### src/rtl/sort_mem_arbiter_pkg.sv
// Shared definitions for the sort scratchpad arbiter.
//   DEF_ADDR_W / DEF_DATA_W : default scratchpad geometry (32 x 8)
//   DEF_MAX_LOCK            : default cap on consecutive locked grants while the other side waits
//   owner_e                 : who currently owns the scratchpad (also reused to name the last issuer)
package sort_mem_arbiter_pkg;

  localparam int DEF_ADDR_W   = 5;
  localparam int DEF_DATA_W   = 8;
  localparam int DEF_MAX_LOCK = 16;

  typedef enum logic [1:0] {
    OWN_NONE = 2'd0,
    OWN_A    = 2'd1,
    OWN_B    = 2'd2
  } owner_e;

endpackage

### src/rtl/sort_mem_arbiter_lock_timer.sv
// Saturating counter that measures how long one requester has held a lock while the
// other side was kept waiting.
// Ports:
//   clk_i     : rising-edge clock
//   reset_i   : synchronous active-high reset, clears the count
//   inc_i     : count one more locked cycle (ignored once saturated)
//   clr_i     : restart the count from zero (wins over inc_i)
//   expired_o : count has reached MAX_LOCK-1, so the current locked cycle is the last allowed
module sort_mem_arbiter_lock_timer #(
  parameter int MAX_LOCK = 16
) (
  input  logic clk_i,
  input  logic reset_i,
  input  logic inc_i,
  input  logic clr_i,
  output logic expired_o
);

  localparam int CNT_W = (MAX_LOCK > 2) ? $clog2(MAX_LOCK) : 1;
  localparam logic [CNT_W-1:0] LAST_CNT = CNT_W'(MAX_LOCK - 1);

  logic [CNT_W-1:0] cnt_q, cnt_d;

  // Count saturates at LAST_CNT; the owner FSM breaks the lock on that value.
  always_comb begin
    cnt_d = cnt_q;
    if (clr_i) begin
      cnt_d = '0;
    end else if (inc_i && (cnt_q != LAST_CNT)) begin
      cnt_d = cnt_q + 1'b1;
    end
  end

  always_ff @(posedge clk_i) begin
    if (reset_i) begin
      cnt_q <= '0;
    end else begin
      cnt_q <= cnt_d;
    end
  end

  assign expired_o = (cnt_q == LAST_CNT);

endmodule

### src/rtl/sort_mem_arbiter.sv
// Arbiter sharing the dual-port sort scratchpad between the host loader/unloader (A)
// and the sort engine (B). The owner gets one dual-address access per cycle; holding
// x_lock_i keeps ownership across a read-compare-write, bounded by MAX_LOCK cycles
// while the other side waits.
// Ports:
//   clk_i, reset_i                  : clock, synchronous active-high reset
//   {a,b}_req_i / _lock_i / _we_i   : request, keep-ownership, write-both-ports
//   {a,b}_addr{1,2}_i, _wdata{1,2}_i: per-port address and write data
//   {a,b}_gnt_o                     : registered ownership indication
//   {a,b}_rvalid_o                  : read data valid, one cycle after that side's read
//   rdata{1,2}_o                    : read data shared by both requesters
//   mem_addr{1,2}_o, mem_we_o, mem_wdata{1,2}_o : scratchpad request bus
//   mem_rdata{1,2}_i                : scratchpad read data (1-cycle synchronous read)
//   lock_timeout_o                  : one-cycle pulse when a lock is forcibly broken
module sort_mem_arbiter
  import sort_mem_arbiter_pkg::*;
#(
  parameter int ADDR_W   = DEF_ADDR_W,
  parameter int DATA_W   = DEF_DATA_W,
  parameter int MAX_LOCK = DEF_MAX_LOCK
) (
  input  logic              clk_i,
  input  logic              reset_i,
  input  logic              a_req_i,
  input  logic              a_lock_i,
  input  logic              a_we_i,
  input  logic [ADDR_W-1:0] a_addr1_i,
  input  logic [ADDR_W-1:0] a_addr2_i,
  input  logic [DATA_W-1:0] a_wdata1_i,
  input  logic [DATA_W-1:0] a_wdata2_i,
  input  logic              b_req_i,
  input  logic              b_lock_i,
  input  logic              b_we_i,
  input  logic [ADDR_W-1:0] b_addr1_i,
  input  logic [ADDR_W-1:0] b_addr2_i,
  input  logic [DATA_W-1:0] b_wdata1_i,
  input  logic [DATA_W-1:0] b_wdata2_i,
  output logic              a_gnt_o,
  output logic              b_gnt_o,
  output logic              a_rvalid_o,
  output logic              b_rvalid_o,
  output logic [DATA_W-1:0] rdata1_o,
  output logic [DATA_W-1:0] rdata2_o,
  output logic [ADDR_W-1:0] mem_addr1_o,
  output logic [ADDR_W-1:0] mem_addr2_o,
  output logic              mem_we_o,
  output logic [DATA_W-1:0] mem_wdata1_o,
  output logic [DATA_W-1:0] mem_wdata2_o,
  input  logic [DATA_W-1:0] mem_rdata1_i,
  input  logic [DATA_W-1:0] mem_rdata2_i,
  output logic              lock_timeout_o
);

  owner_e owner_q, owner_d;
  owner_e last_q, last_d;
  logic   a_issue, b_issue;
  logic   lock_held, other_req;
  logic   lock_inc, lock_clr, lock_expired;
  logic   timeout_q, timeout_d;
  logic   a_rvalid_q, b_rvalid_q;

  assign a_issue = (owner_q == OWN_A) && a_req_i;
  assign b_issue = (owner_q == OWN_B) && b_req_i;

  // Request mux: the owner's bus drives the memory; no owner parks the bus at zero.
  // An owner that is not requesting keeps its addresses on the bus but never writes.
  always_comb begin
    mem_addr1_o  = '0;
    mem_addr2_o  = '0;
    mem_wdata1_o = '0;
    mem_wdata2_o = '0;
    mem_we_o     = 1'b0;
    unique case (owner_q)
      OWN_A: begin
        mem_addr1_o  = a_addr1_i;
        mem_addr2_o  = a_addr2_i;
        mem_wdata1_o = a_wdata1_i;
        mem_wdata2_o = a_wdata2_i;
        mem_we_o     = a_req_i & a_we_i;
      end
      OWN_B: begin
        mem_addr1_o  = b_addr1_i;
        mem_addr2_o  = b_addr2_i;
        mem_wdata1_o = b_wdata1_i;
        mem_wdata2_o = b_wdata2_i;
        mem_we_o     = b_req_i & b_we_i;
      end
      default: ;
    endcase
  end

  // Next owner. A held lock keeps ownership until the timer says the waiting side has
  // been starved long enough. Otherwise round-robin against the most recent issuer,
  // including an access issued in this very cycle, so back-to-back contention alternates.
  always_comb begin
    last_d = last_q;
    if (a_issue) begin
      last_d = OWN_A;
    end else if (b_issue) begin
      last_d = OWN_B;
    end

    other_req = 1'b0;
    lock_held = 1'b0;
    unique case (owner_q)
      OWN_A: begin
        other_req = b_req_i;
        lock_held = a_req_i & a_lock_i;
      end
      OWN_B: begin
        other_req = a_req_i;
        lock_held = b_req_i & b_lock_i;
      end
      default: ;
    endcase

    owner_d   = OWN_NONE;
    timeout_d = 1'b0;
    if (lock_held && other_req && lock_expired) begin
      timeout_d = 1'b1;
      if (owner_q == OWN_A) begin
        owner_d = OWN_B;
      end else begin
        owner_d = OWN_A;
      end
    end else if (lock_held) begin
      owner_d = owner_q;
    end else if (a_req_i && b_req_i) begin
      if (last_d == OWN_A) begin
        owner_d = OWN_B;
      end else begin
        owner_d = OWN_A;
      end
    end else if (a_req_i) begin
      owner_d = OWN_A;
    end else if (b_req_i) begin
      owner_d = OWN_B;
    end

    // Only starvation of a waiting requester is counted.
    lock_inc = lock_held && other_req;
    lock_clr = (owner_d != owner_q) || !other_req;
  end

  sort_mem_arbiter_lock_timer #(
    .MAX_LOCK(MAX_LOCK)
  ) u_lock_timer (
    .clk_i    (clk_i),
    .reset_i  (reset_i),
    .inc_i    (lock_inc),
    .clr_i    (lock_clr),
    .expired_o(lock_expired)
  );

  // Owner FSM plus rvalid steering. rvalid follows the side that issued the read,
  // even if ownership moves on at the same edge.
  always_ff @(posedge clk_i) begin
    if (reset_i) begin
      owner_q    <= OWN_NONE;
      last_q     <= OWN_B;
      a_rvalid_q <= 1'b0;
      b_rvalid_q <= 1'b0;
      timeout_q  <= 1'b0;
    end else begin
      owner_q    <= owner_d;
      last_q     <= last_d;
      a_rvalid_q <= a_issue & ~a_we_i;
      b_rvalid_q <= b_issue & ~b_we_i;
      timeout_q  <= timeout_d;
    end
  end

  assign a_gnt_o        = (owner_q == OWN_A);
  assign b_gnt_o        = (owner_q == OWN_B);
  assign a_rvalid_o     = a_rvalid_q;
  assign b_rvalid_o     = b_rvalid_q;
  assign lock_timeout_o = timeout_q;

  // The scratchpad already registers its read data, so it is forwarded as-is.
  assign rdata1_o = mem_rdata1_i;
  assign rdata2_o = mem_rdata2_i;

endmodule

### config.mk
export PLATFORM = sky130hd
export DESIGN_NAME = sort_mem_arbiter
export DESIGN_NICKNAME = d
export VERILOG_FILES = /design/src/rtl/sort_mem_arbiter_pkg.sv /design/src/rtl/sort_mem_arbiter_lock_timer.sv /design/src/rtl/sort_mem_arbiter.sv
export SDC_FILE = /design/constraint.sdc
export NUM_CORES = 1
export LEC_CHECK = 0
export CORE_MARGIN = 4
export CORE_UTILIZATION = 31
export CTS_BUF_LIST = sky130_fd_sc_hd__clkbuf_4 sky130_fd_sc_hd__clkbuf_8
export DETAILED_ROUTE_END_ITERATION = 7
export MAX_ROUTING_LAYER = met4
export PLACE_DENSITY = 0.88
export SLEW_MARGIN = 25
export SYNTH_ARGS = -nofsm -noshare
export SYNTH_HDL_FRONTEND = slang
export SYNTH_HIERARCHICAL = 1
export SYNTH_SLANG_ARGS = --single-unit
### constraint.sdc
create_clock -name clk_i -period 5 [get_ports clk_i]
set_clock_uncertainty 0.1 [all_clocks]
set_input_delay 0.75 -clock clk_i [delete_from_list [all_inputs] [get_ports clk_i]]
set_output_delay 0.75 -clock clk_i [all_outputs]
set_load 0.01 [all_outputs]
==> results.cfg <==
[timing]
fin_setup_tns_ns = 0
max_freq_ghz = 0.287
whs_ns = 0.353
worst_pin_slew_ns = 0.970
rsz0062_at_grt = false
finalMaxSlewViolations = 0
period_minus_slack_ns = 3.49
setup_viol = 0
fin_crit_sh_pct = 69.8
hold_viol_final = 0
relSlewSlack_pct = 35.3

[layout]
multi_input_area_um2 = 721
fillCellCount = 308
fin_util_pct = 57.7
seqCellArea_um2 = 220
antenna_cells = 0
area_delta_synth_final_pct = 74.6
nets = 302
drive_gt1_share_pct = 8.14

[floorplanning]
coreArea_mm2 = 0.00342
initial_core_util_pct = 33.0
die_w_um = 68.3
ios = 124
die_y_um = 68.3
placementRows = 21
die-area_mm2 = 0.00467

[setup_path]
arrival_ns = 2.64
reg2reg_slack_ns = 1.90
r2r-start = owner_q[0]$_SDFF_PP0_
cp-endpoint = mem_addr2_o[4]
startpoint = owner_q[1]$_SDFF_PP0_
cp.required_ns = 4.15
end_kind = output port
crit_type = flip-flop to output port
rr_worst_depth = 10
reg2reg_to = u_lock_timer/cnt_q[3]$_SDFFE_PP0P_
start_kind = flip-flop
worstPathMaxFanout = 24

[run_status]
status = finished, final reports clean

[clock_network]
root_buffer = clkbuf_4
post_cts_resized = 0
numCtsBuffers = 3
cts_max_level = 1
path_clk_slew_ns = 0.07
clock_latency_ns = 0.27
tritoncts = yes
post-cts-setup-buffers = 0
cts_sinks = 11
ctsHoldBuffers = 0
clockBufferDepth = 2

[detailed_routing]
drtIter0Drc = 47
totalWireLength_um = 3880
firstDrtPassIters = 4
detail_route.wl_per_cell_um = 14.5
num_vias = 1376
drtAntennaViolNets = 0
route.detailed.drc = 0
viasPerCell = 5.15

[global_routing]
grt_pass1_vias = 1298
antenna_found_initial = 0
grt_pass1_wl_um = 5800
grt_usage_pct = 16.3
grt_overflow = 0
grt_start_max_net_pins = 32

[synthesis]
synthArstFlopShare_pct = 0
netlist_area_mm2 = 0.00113
ys.flop_type = dfxtp_1
syn_inst = 150
syn_nets = 230
synth_area_per_cell_um2 = 7.52
yosys.area.top_type = dfxtp_1
ys_types = 41
yosysSeqAreaShare_pct = 19.5
yosys.area.top_type_share_pct = 19.5
synth_area_leaders = dfxtp_1 20%, a22oi_1 17%, buf_4 11%
ys_seq_elements = 11
synth.yosys.warnings = 6
synth_edf_count = 0

[power]
finalPower_w = 0.000275
peakVddDrop_mv = 0.124
p_leak_nw = 0.670
p_per_area_mw_per_mm2 = 140

[placement]
port_buffers = 91
dpl.hpwl_um = 3080
place_congestion = 0.830

[hold_path]
hold_class = flip-flop to flip-flop

[flow_run]
maxCapViolations = 0
-- cell usage in the layout (no fill, tap or decap), types with 2 or more instances in the layout --
master / synthesis / layout
clkdlybuf4s50_1: 0 / 91
inv_1: 3 / 3
buf_4: 17 / 2
nor2_1: 30 / 30
a32oi_1: 2 / 2
o2bb2ai_1: 2 / 2
nand2_1: 7 / 7
a21oi_1: 3 / 3
ha_1: 4 / 4
clkbuf_4: 0 / 3
nand3_1: 4 / 4
a22oi_1: 26 / 26
nand4b_1: 3 / 3
inv_2: 2 / 2
nor3_1: 2 / 2
dfxtp_1: 11 / 11
-- stage by stage --
| stage | instance area (um2) | setup WS, ns | std cells |
|---|---|---|---|
| finish | 1970 | 1.51 | 267 |
| global route | 1970 | 1.34 | 267 |
| CTS | 1970 | 1.50 | 267 |
| detailed placement | 1940 | 1.81 | 263 |
| global placement | 1940 | 1.89 | 263 |
| floorplan | 1130 | 2.75 | 150 |
-- flip-flops by register name, indices dropped and copies added, names as in the netlist --
register            flops
u_lock_timer/cnt_q      4
last_q                  2
owner_q                 2
a_rvalid_o              1
b_rvalid_o              1
lock_timeout_o          1
-- per-layer routing --
| metal | up-vias | global-route usage (%) | share of wire [%] |
|---|---|---|---|
| met1 | 638 | 17.2 | 39 |
| met3 | 0 | 3.94 | 9.1 |
| met5 | - | - | 0 |
| met4 | 0 | 2.98 | 0 |
| met2 | 61 | 30.7 | 52 |
| li1 | 677 | - | - |
-- Yosys cell counts, types with 2 or more instances --
| cell | n |
|---|---|
| nand4b_1 | 3 |
| buf_1 | 3 |
| buf_4 | 17 |
| a22oi_1 | 26 |
| inv_1 | 3 |
| dfxtp_1 | 11 |
| inv_2 | 2 |
| ha_1 | 4 |
| a32oi_1 | 2 |
| nand2_1 | 7 |
| nand3_1 | 4 |
| a21oi_1 | 3 |
| o2bb2ai_1 | 2 |
| buf_2 | 6 |
| nor3_1 | 2 |
| nor2_1 | 30 |
-- final cells by class --
cell class,count,share of cell area (%)
clock buffer,3,1.14
multi-input combinational,108,36.6
sequential,11,11.2
timing repair buffer,93,47.0
inverter,5,0.952
clock inverter,1,0.254
tap,46,2.92
-- power by group --
| part | internal [W] | total, W | switching [W] |
|---|---|---|---|
| combinational | 0.0000742 | 0.000124 | 0.0000494 |
| sequential | 0.0000896 | 0.0000915 | 0.00000185 |
| clock | 0.0000296 | 0.0000600 | 0.0000304 |
-- how the worst min path moves through the flow --
stage / startpoint / endpoint / slack [ns] / depth (start not counted)
global placement: last_q[0]$_SDFF_PP0_ / last_q[0]$_SDFF_PP0_ / 0.34 / 2
detailed placement: last_q[0]$_SDFF_PP0_ / last_q[0]$_SDFF_PP0_ / 0.35 / 2
CTS: last_q[0]$_SDFF_PP0_ / last_q[0]$_SDFF_PP0_ / 0.36 / 2
global route: last_q[0]$_SDFF_PP0_ / last_q[0]$_SDFF_PP0_ / 0.38 / 2
floorplan: last_q[0]$_SDFF_PP0_ / last_q[0]$_SDFF_PP0_ / 0.32 / 2
finish: last_q[0]$_SDFF_PP0_ / last_q[0]$_SDFF_PP0_ / 0.35 / 2
-- cells by family after synthesis --
group / Yosys count / share of synthesized area, %
AO/OA/AOI/OAI: 46 / 33.7
adder cells (fa/ha/maj): 4 / 4.43
XOR/XNOR: 1 / 0.776
flip-flops: 11 / 19.5
multiplexers: 1 / 0.887
buffers and inverters: 31 / 16.6
AND/OR/NAND/NOR: 56 / 24.1
-- critical path: stages, from the launching register on --
cell and delay (ns):
dfxtp_1 0.42, ha_1 0.81, buf_4 0.32, a22oi_1 0.10, nor2_1 0.14, clkdlybuf4s50_1 0.58
Note: power is estimated with default switching activity, not from simulation.
